===== src/rtl/cpu_pkg.sv =====
// Shared constants for the 4-bit CPU core: machine-cycle phases, PC width,
// and the opcode/sub-opcode encodings understood by the sequencer.
package cpu_pkg;

  localparam int unsigned PC_WIDTH = 12;

  // Eight-phase machine cycle; A1 starts a cycle, X3 ends it.
  typedef enum logic [2:0] {
    PH_A1 = 3'd0,
    PH_A2 = 3'd1,
    PH_A3 = 3'd2,
    PH_M1 = 3'd3,
    PH_M2 = 3'd4,
    PH_X1 = 3'd5,
    PH_X2 = 3'd6,
    PH_X3 = 3'd7
  } phase_t;

  // OPR (upper nibble) encodings
  localparam logic [3:0] OP_NOP = 4'h0;
  localparam logic [3:0] OP_JUN = 4'h4;
  localparam logic [3:0] OP_LD  = 4'hA;
  localparam logic [3:0] OP_ST  = 4'hB;
  localparam logic [3:0] OP_LDM = 4'hD;
  localparam logic [3:0] OP_ACC = 4'hF;

  // OPA sub-opcodes within the accumulator group (OPR = OP_ACC)
  localparam logic [3:0] ACC_CLB = 4'h0;
  localparam logic [3:0] ACC_CLC = 4'h1;

endpackage


===== src/rtl/instruction_decoder.sv =====
// Combinational decode of the latched instruction byte into datapath strobes.
//   execute            : high only in the X1 phase; gates every strobe
//   jun_pending        : current byte is JUN word 2 (address data, not decoded)
//   opr, opa           : latched instruction nibbles
//   clear_carry, clear_accumulator, write_accumulator, write_register : strobes
//   acc_input_sel      : 1 = register file, 0 = immediate OPA
module instruction_decoder
  import cpu_pkg::*;
(
  input  logic       execute,
  input  logic       jun_pending,
  input  logic [3:0] opr,
  input  logic [3:0] opa,
  output logic       clear_carry,
  output logic       clear_accumulator,
  output logic       write_accumulator,
  output logic       acc_input_sel,
  output logic       write_register
);

  always_comb begin
    clear_carry       = 1'b0;
    clear_accumulator = 1'b0;
    write_accumulator = 1'b0;
    acc_input_sel     = 1'b0;
    write_register    = 1'b0;
    if (execute && !jun_pending) begin
      case (opr)
        OP_LDM: write_accumulator = 1'b1;
        OP_LD: begin
          write_accumulator = 1'b1;
          acc_input_sel     = 1'b1;
        end
        OP_ST: write_register = 1'b1;
        OP_ACC: begin
          if (opa == ACC_CLB) begin
            clear_accumulator = 1'b1;
            clear_carry       = 1'b1;
          end else if (opa == ACC_CLC) begin
            clear_carry = 1'b1;
          end
        end
        // OP_NOP, OP_JUN word 1 and undefined encodings drive nothing
        default: ;
      endcase
    end
  end

endmodule


===== src/rtl/control.sv =====
// Instruction sequencer: runs the 8-phase machine cycle, emits the PC as
// three address nibbles, fetches OPR/OPA from the ROM nibble bus, and drives
// one-clock X1 strobes into the datapath. Owns the PC and JUN sequencing.
//   clock, reset      : system clock, synchronous active-high reset
//   rom_data          : ROM nibble (OPR at end of M1, OPA at end of M2)
//   addr_nibble       : pc nibble in A1/A2/A3, 0 otherwise
//   sync              : high in X3
//   phase, pc         : current phase (A1 = 0) and program counter
//   strobes           : clear_carry, clear_accumulator, write_accumulator,
//                       acc_input_sel, write_register, reg_input_sel (always 0)
//   inst_operand      : latched OPA
module control
  import cpu_pkg::*;
#(
  parameter logic [PC_WIDTH-1:0] PC_RESET = 12'h000
) (
  input  logic                clock,
  input  logic                reset,
  input  logic [3:0]          rom_data,
  output logic [3:0]          addr_nibble,
  output logic                sync,
  output logic [2:0]          phase,
  output logic [PC_WIDTH-1:0] pc,
  output logic                clear_carry,
  output logic                clear_accumulator,
  output logic                write_accumulator,
  output logic                acc_input_sel,
  output logic                write_register,
  output logic                reg_input_sel,
  output logic [3:0]          inst_operand
);

  phase_t              ph;
  logic [PC_WIDTH-1:0] pc_q;
  logic [3:0]          opr;
  logic [3:0]          opa;
  logic [3:0]          jump_hi;
  logic                jun_pending;

  always_ff @(posedge clock) begin
    if (reset) begin
      ph          <= PH_A1;
      pc_q        <= PC_RESET;
      opr         <= '0;
      opa         <= '0;
      jump_hi     <= '0;
      jun_pending <= 1'b0;
    end else begin
      ph <= phase_t'(ph + 3'd1);
      case (ph)
        PH_M1: opr <= rom_data;
        PH_M2: begin
          opa  <= rom_data;
          pc_q <= pc_q + 12'd1;
        end
        PH_X1: begin
          // Word 2 of JUN carries the low address byte; loading here
          // supersedes the M2 increment so the next A1 emits the target.
          if (jun_pending) begin
            pc_q        <= {jump_hi, opr, opa};
            jun_pending <= 1'b0;
          end else if (opr == OP_JUN) begin
            jump_hi     <= opa;
            jun_pending <= 1'b1;
          end
        end
        default: ;
      endcase
    end
  end

  always_comb begin
    case (ph)
      PH_A1:   addr_nibble = pc_q[3:0];
      PH_A2:   addr_nibble = pc_q[7:4];
      PH_A3:   addr_nibble = pc_q[11:8];
      default: addr_nibble = '0;
    endcase
  end

  assign sync          = (ph == PH_X3);
  assign phase         = ph;
  assign pc            = pc_q;
  assign inst_operand  = opa;
  assign reg_input_sel = 1'b0;

  instruction_decoder u_decoder (
    .execute           (ph == PH_X1),
    .jun_pending       (jun_pending),
    .opr               (opr),
    .opa               (opa),
    .clear_carry       (clear_carry),
    .clear_accumulator (clear_accumulator),
    .write_accumulator (write_accumulator),
    .acc_input_sel     (acc_input_sel),
    .write_register    (write_register)
  );

endmodule


===== config.mk =====
export PLATFORM = sky130hd
export DESIGN_NAME = control
export DESIGN_NICKNAME = d
export VERILOG_FILES = /design/src/rtl/cpu_pkg.sv /design/src/rtl/instruction_decoder.sv /design/src/rtl/control.sv
export SDC_FILE = /design/constraint.sdc
export NUM_CORES = 1
export LEC_CHECK = 0
export CORE_ASPECT_RATIO = 0.9
export CORE_UTILIZATION = 53
export DETAILED_ROUTE_END_ITERATION = 12
export GPL_ROUTABILITY_DRIVEN = 1
export PLACE_DENSITY = 0.84
export SYNTH_ARGS = -nofsm -noshare
export SYNTH_HDL_FRONTEND = slang
export SYNTH_SLANG_ARGS = --single-unit

===== constraint.sdc =====
create_clock -name clock -period 3.8 [get_ports clock]
set_input_delay 0.38 -clock clock [delete_from_list [all_inputs] [get_ports clock]]
set_output_delay 0.38 -clock clock [all_outputs]
set_load 0.05 [all_outputs]

==> metrics.txt, run 1 <==
H-tree lvl count=1; GRT overflow=0; post-synthesis mux area share=0.07918; worst stage delay on the critical path=0.83 ns; Avg Cell Area, Syn=8.022 sq um; fin crit share=0.8629; Residual DRC=0; Pint=0.4575 mW; Static Leak=0.7005 nW; family with the most delay on the worst path=buffers and inverters; Pre-Repair DR Iteration Count=5; row cnt=18; post-synthesis xor/xnor area fraction=0; Logic pwr share=0.195; Buf/Inv on CP=2; Synth Area in Compound Gates=0.1639; Iteration-0 DRC Markers=186; Slew HR=0.3913; die height=53.80 um; CTS Root Cell=clkbuf_4; Max Slew Vio Count=0; most frequent cells in the layout=clkdlybuf4s50_1, dfxtp_1, nand2_1; hpwl dp=3193 um; via count of the routed design=1623; Worst-Skew Late Latency=0.34 ns; final hold slack=0.5158 ns; start of the worst register-to-register path=phase[1]$_SDFF_PP0_; initial cell density of the core=0.5659; GP Congestion=0.9337; synthesized net count=210; Yosys cell types=40; Crit. End Element=output pin; CP Launch Type=flop; # nets final=237; Net Sw Power=0.1983 mW; fmax=305.0 MHz; skew final=0.003520 ns; Die W=59.56 um; final setup fails=0; critical path cell sequence=inv_1 > ha_1 > and2_1 > nand3b_1 > nor4_2 > nor2b_1 > clkdlybuf4s50_1; commonest non-fill, non-tap cell in the layout=clkdlybuf4s50_1; post-route minimum period=3.279 ns; Yosys warning total=0; combinational family with the most area after synthesis=simple AND/OR/NAND/NOR gates; register share of total power=0.499; layout cells sized above 1=0.04933; P&R area growth vs syn=24.94%; kind of critical path=flop to output pin; largest net degree at the start of global routing=28; first-pass GRT wire length=7031 um; Required @ worst endpoint=3.42 ns; antenna violations before repair=0; Hold Crit Class=flop to flop; port bufs=34; Num CTS Buffers=3; clk slew on worst S/H paths=0.15 ns; Worst Tran Pin Value=0.9102 ns; Power Total=0.6558 mW; Synth Area in Adders=0.05542; WL per Instance=17.21 um; setup_tns=0 ns; vias in the first global route=1439; CTS max path bufs=2; setup bufs post-CTS=0; CP arrival=2.90 ns; Max FO, Critical Path=9; final hold vios=0; register area share after synthesis=0.3547; Synth Register Bits=28; slowest stage cell, crit path=clkdlybuf4s50_1; die area=3204 sq um; Pwr Density=332.2 nW/um^2; Cells after Synth=197; Routed Antenna Nets=0; Clk pwr share=0.306; TritonCTS sink count=28; fillcell total=240; RSZ-0062 raised after global routing=false; Max Cap Viol=0; total wire length=4526 um; diodes inserted=0; Net Sw Frac=0.3024; status=finished, final reports clean; maximum vdd drop=0.0002697 V; Mapped Area=1580 sq um; critical path launch point=phase[1]$_SDFF_PP0_; Simple-Gate Fraction of Synth Area=0.2930; hold wc startpoint=phase[0]$_SDFF_PP0_; gr usage total=0.3048; via/cell ratio=6.171; Hold Buf Count CTS=0; # resized after CTS=0; I/O pins=36; CTS tree=built; Core ar.=2793 sq um
## path summary, 6_finish.rpt
path                          to  slack [ns]  cells after the start
max            clear_accumulator        0.52                      7
min          phase[0]$_SDFF_PP0_        0.52                      1
max reg2reg   pc[7]$_SDFFE_PP0P_        1.76                      6
min reg2reg  phase[0]$_SDFF_PP0_        0.52                      1
## metrics by stage
stage / std cells / util / area, sq um / setup WS, ns
floorplan: 197 / - / 1587 / 0.2462
global placement: 259 / 0.6882 / 1922 / 1.118
detailed placement: 259 / 0.6882 / 1922 / 0.9423
CTS: 263 / 0.7070 / 1974 / 0.5224
global route: 263 / 0.7070 / 1974 / 0.3546
finish: 263 / 0.7070 / 1974 / 0.5211
## metal layers
metal	vias to the layer above	routed length, um	track usage
met3	16	324	0.06010
li1	757	-	-
met1	763	1830	0.3687
met5	-	0	0
met2	87	2222	0.5243
met4	0	148	0.1434
## synth_stat cells, drive strengths merged
| cell | count | share of area |
|---|---|---|
| a211o | 1 | 0.0055 |
| or3b | 1 | 0.0055 |
| nand3b | 2 | 0.0095 |
| a21oi | 11 | 0.035 |
| or3 | 1 | 0.0071 |
| nand4b | 1 | 0.0055 |
| and3 | 1 | 0.0040 |
| mux2i | 11 | 0.070 |
| o21ai | 8 | 0.025 |
| o41ai | 1 | 0.0055 |
| a22oi | 4 | 0.019 |
| conb | 1 | 0.0024 |
| nor4b | 2 | 0.011 |
| inv | 5 | 0.012 |
| nor4 | 4 | 0.016 |
| nand4 | 2 | 0.0079 |
| ha | 7 | 0.055 |
| nor3b | 1 | 0.0048 |
| and2 | 4 | 0.016 |
| a22o | 1 | 0.0055 |
| a32o | 4 | 0.025 |
| nor3 | 4 | 0.013 |
| o31ai | 4 | 0.019 |
| clkbuf | 6 | 0.015 |
| a311oi | 1 | 0.0055 |
| nand2 | 29 | 0.072 |
| a31oi | 2 | 0.0079 |
| a211oi | 1 | 0.0048 |
| nand3 | 16 | 0.051 |
| mux2 | 1 | 0.0095 |
| buf | 7 | 0.025 |
| nor4bb | 1 | 0.0063 |
| nor2 | 17 | 0.040 |
| dfxtp | 28 | 0.35 |
| o22a | 1 | 0.0055 |
| nor2b | 6 | 0.024 |
## area by class of cell
class                   instances  area (sq um)  area share
clock buffers                   3         22.52     0.01141
clock inverters                 1         30.03     0.01521
inverters                       5         18.77    0.009506
multi-input cells             151         944.7      0.4785
flip-flops and latches         28         560.5      0.2839
well taps                      40         50.05     0.02535
repair buffers                 35         347.8      0.1762
## power by group through the flow
stage / Sequential, mW / Clock (mW) / Combinational, mW
2_1_floorplan: 0.356 / 0 / 0.0604
3_3_place_gp: 0.329 / 0 / 0.123
3_5_place_dp: 0.332 / 0 / 0.126
4_1_cts: 0.326 / 0.203 / 0.127
5_1_grt: 0.329 / 0.215 / 0.134
6_report: 0.327 / 0.201 / 0.128
## kinds of logic (layout without fill, tap and decap cells)
kind of cell | after synthesis | after routing
muxes | 12 | 12
DFF | 28 | 28
AOI/OAI and AO/OA | 39 | 39
adders and majority gates | 7 | 7
other | 1 | 1
buffers and inverters | 18 | 44
and+or+nand+nor | 92 | 92
## sequential cells by signal, summed over array words and instances, names as in the netlist
name          count
jump_hi           4
jun_pending       1
phase             3
inst_operand      4
opr               4
pc               12
## worst register-to-register path, stage by stage, from the launching register on
cell     delay [ns]
dfxtp_1        0.45
inv_1          0.10
ha_1           0.30
mux2_4         0.25
and2_1         0.42
o21ai_0        0.17
a32o_1         0.28
Note: power is estimated with default switching activity, not from simulation.
==> run 2, diff against run 1 <==
CORE_MARGIN = 2   (was not set)
==> run 2 against run 1 <==
  * Via count up 0.80%
  * Combinational power about the same
  * Total power shrank 7.1%
  * Flip-flop and latch count unchanged
  * Non-clock buffer count unchanged
  * Critical path depth shrank 1
  * Final cell count stayed put
  * Setup slack better by 0.062 ns
  * Hold slack got worse by 0.0095 ns
  * Die area rose by 7.2%
  * Clock power shrank 22%
  * First-iteration DRC count grew 14%
  * Critical endpoint unchanged
  * Largest cell class unchanged
==> metrics.txt, run 2 (synthesis results as in run 1) <==
Placed Area=1922 sq um (unchanged); Crit. End Element=output pin; port bufs=34 (unchanged); reg2reg path depth=6 (unchanged); H-tree lvl count=1 (unchanged); slowest stage cell, crit path=clkdlybuf4s50_1; r2r setup slk=1.75 ns (about the same); final setup fails=0 (unchanged); hold path depth=2 (+1); setup bufs post-CTS=0 (unchanged); Pwr Density=311.3 nW/um^2 (-6.3%); Slew HR=0.3572 (-0.03411); hold wc startpoint=jump_hi[3]$_SDFFE_PP0P_; via/cell ratio=6.221 (+0.80%); skew final=0.001691 ns (-0.001829 ns); gr busiest metal=met2; CTS tree=built; Hold Buf Count CTS=0 (unchanged); gr usage total=0.2639 (-0.04093); CP Launch Type=flop; final worst setup slack=0.5834 ns (+0.06231 ns); CP arrival=2.84 ns (-0.06 ns); Core ar.=2793 sq um (unchanged); kind of critical path=flop to output pin; worst stage delay on the critical path=0.80 ns (-0.03 ns); layout cells sized above 1=0.04933 (unchanged); largest net degree at the start of global routing=28 (unchanged); vias in the first global route=1499 (+4.2%); GP Congestion=0.9875 (+5.8%); Max Cap Viol=0 (unchanged); Static Leak=0.6936 nW (-0.99%); diodes inserted=0 (unchanged); total wire length=4377 um (-3.3%); Pre-Repair DR Iteration Count=5 (unchanged); Residual DRC=0 (unchanged); P&R area growth vs syn=23.91%; final hold slack=0.5063 ns (-0.009523 ns); clk slew on worst S/H paths=0.16 ns (about the same); Max FO, Critical Path=9 (unchanged); fmax=310.9 MHz (+1.9%); CTS max path bufs=2 (unchanged); Iteration-0 DRC Markers=212 (+14%); Die W=61.56 um (+3.4%); first-pass GRT wire length=7044 um (+0.18%); RSZ-0062 raised after global routing=false; post-route minimum period=3.217 ns (-0.06231 ns); GRT overflow=0 (unchanged); WL per Instance=16.64 um (-3.3%); final hold vios=0 (unchanged); Hold EP=pc[11]$_SDFFE_PP0P_; R2R Path End=pc[7]$_SDFFE_PP0P_; I/O pins=36 (unchanged); antenna violations before repair=0 (unchanged); # resized after CTS=0 (unchanged); initial cell density of the core=0.5659 (unchanged); critical path cell sequence=ha_1 > and2_1 > nand3b_1 > nor4_2 > nor2b_1 > clkdlybuf4s50_1; Power Total=0.6095 mW (-7.1%); most frequent cells in the layout=clkdlybuf4s50_1, dfxtp_1, nand2_1; via count of the routed design=1636 (+0.80%); Required @ worst endpoint=3.42 ns (about the same); Routed Antenna Nets=0 (unchanged); TritonCTS sink count=28 (unchanged); hpwl dp=3136 um (-1.8%); commonest non-fill, non-tap cell in the layout=clkdlybuf4s50_1; worst slack at placement=1.070 ns (+0.1274 ns); status=finished, final reports clean; maximum vdd drop=0.0002062 V (-24%); setup_tns=0 ns (unchanged); start of the worst register-to-register path=phase[1]$_SDFF_PP0_; number of flip-flops in the largest register=12 (unchanged); met2 Use GR=0.4286 (-0.09577); Worst-Skew Late Latency=0.34 ns (about the same); CTS Root Cell=clkbuf_4; Worst Tran Pin Value=0.9612 ns (+0.05101 ns); die height=55.80 um (+3.7%); Hold Crit Class=flop to flop; Num CTS Buffers=3 (unchanged); fin crit share=0.8465 (-0.01640); GR Layer Usage met1=0.3597 (-0.009019); # nets final=237 (unchanged); row cnt=18 (unchanged); cell area after layout=1958 sq um (-0.82%); GR Util met3=0.02558 (-0.03451); die area=3435 sq um (+7.2%); Max Slew Vio Count=0 (unchanged)
==> run 2: where the power goes <==
group	switching, mW	total [mW]	internal (mW)	leakage, nW
Clock	0.0971	0.156	0.0589	0.0210
Sequential	0.0209	0.326	0.305	0.227
Combinational	0.0815	0.128	0.0463	0.446
Total	0.200	0.609	0.410	0.694
==> run 2: final cells by class <==
| cell class | instances | area (sq um) |
|---|---|---|
| fill | 246 | 834.6 |
| sequential | 28 | 560.5 |
| multi-input combinational | 151 | 944.7 |
| tap | 40 | 50.05 |
| timing repair buffer | 35 | 347.8 |
| clock buffer | 4 | 36.28 |
| inverter | 5 | 18.77 |
==> run 2: stage by stage <==
stage / instances / utilization
3_3_place_gp: 259 / 0.6882
5_1_grt: 263 / 0.7012
6_report: 263 / 0.7012
4_1_cts: 263 / 0.7012
3_5_place_dp: 259 / 0.6882
2_1_floorplan: 197 / -
==> run 2: layer usage <==
layer  up-vias  share of wire
met3        13           0.11
li1        753              -
met1       755           0.38
met5         -              0
met4         0          0.021
met2       115           0.49
==> run 2: worst max path at each step <==
stage / from / to / slack (ns) / cells past startpoint
global route: phase[0]$_SDFF_PP0_ / clear_accumulator / 0.49 / 6
CTS: phase[0]$_SDFF_PP0_ / clear_accumulator / 0.62 / 6
finish: phase[0]$_SDFF_PP0_ / clear_accumulator / 0.58 / 6
floorplan: phase[0]$_SDFF_PP0_ / clear_accumulator / 0.25 / 6
detailed placement: phase[0]$_SDFF_PP0_ / clear_accumulator / 1.07 / 6
global placement: phase[0]$_SDFF_PP0_ / clear_accumulator / 1.12 / 6
==> run 2: critical path: cells and delay by family (launching register included) <==
family	cells	cell delay, ns
DFF	1	0.46
buffers and inverters	1	0.80
and+or+nand+nor	4	0.86
adders and majority gates	1	0.38
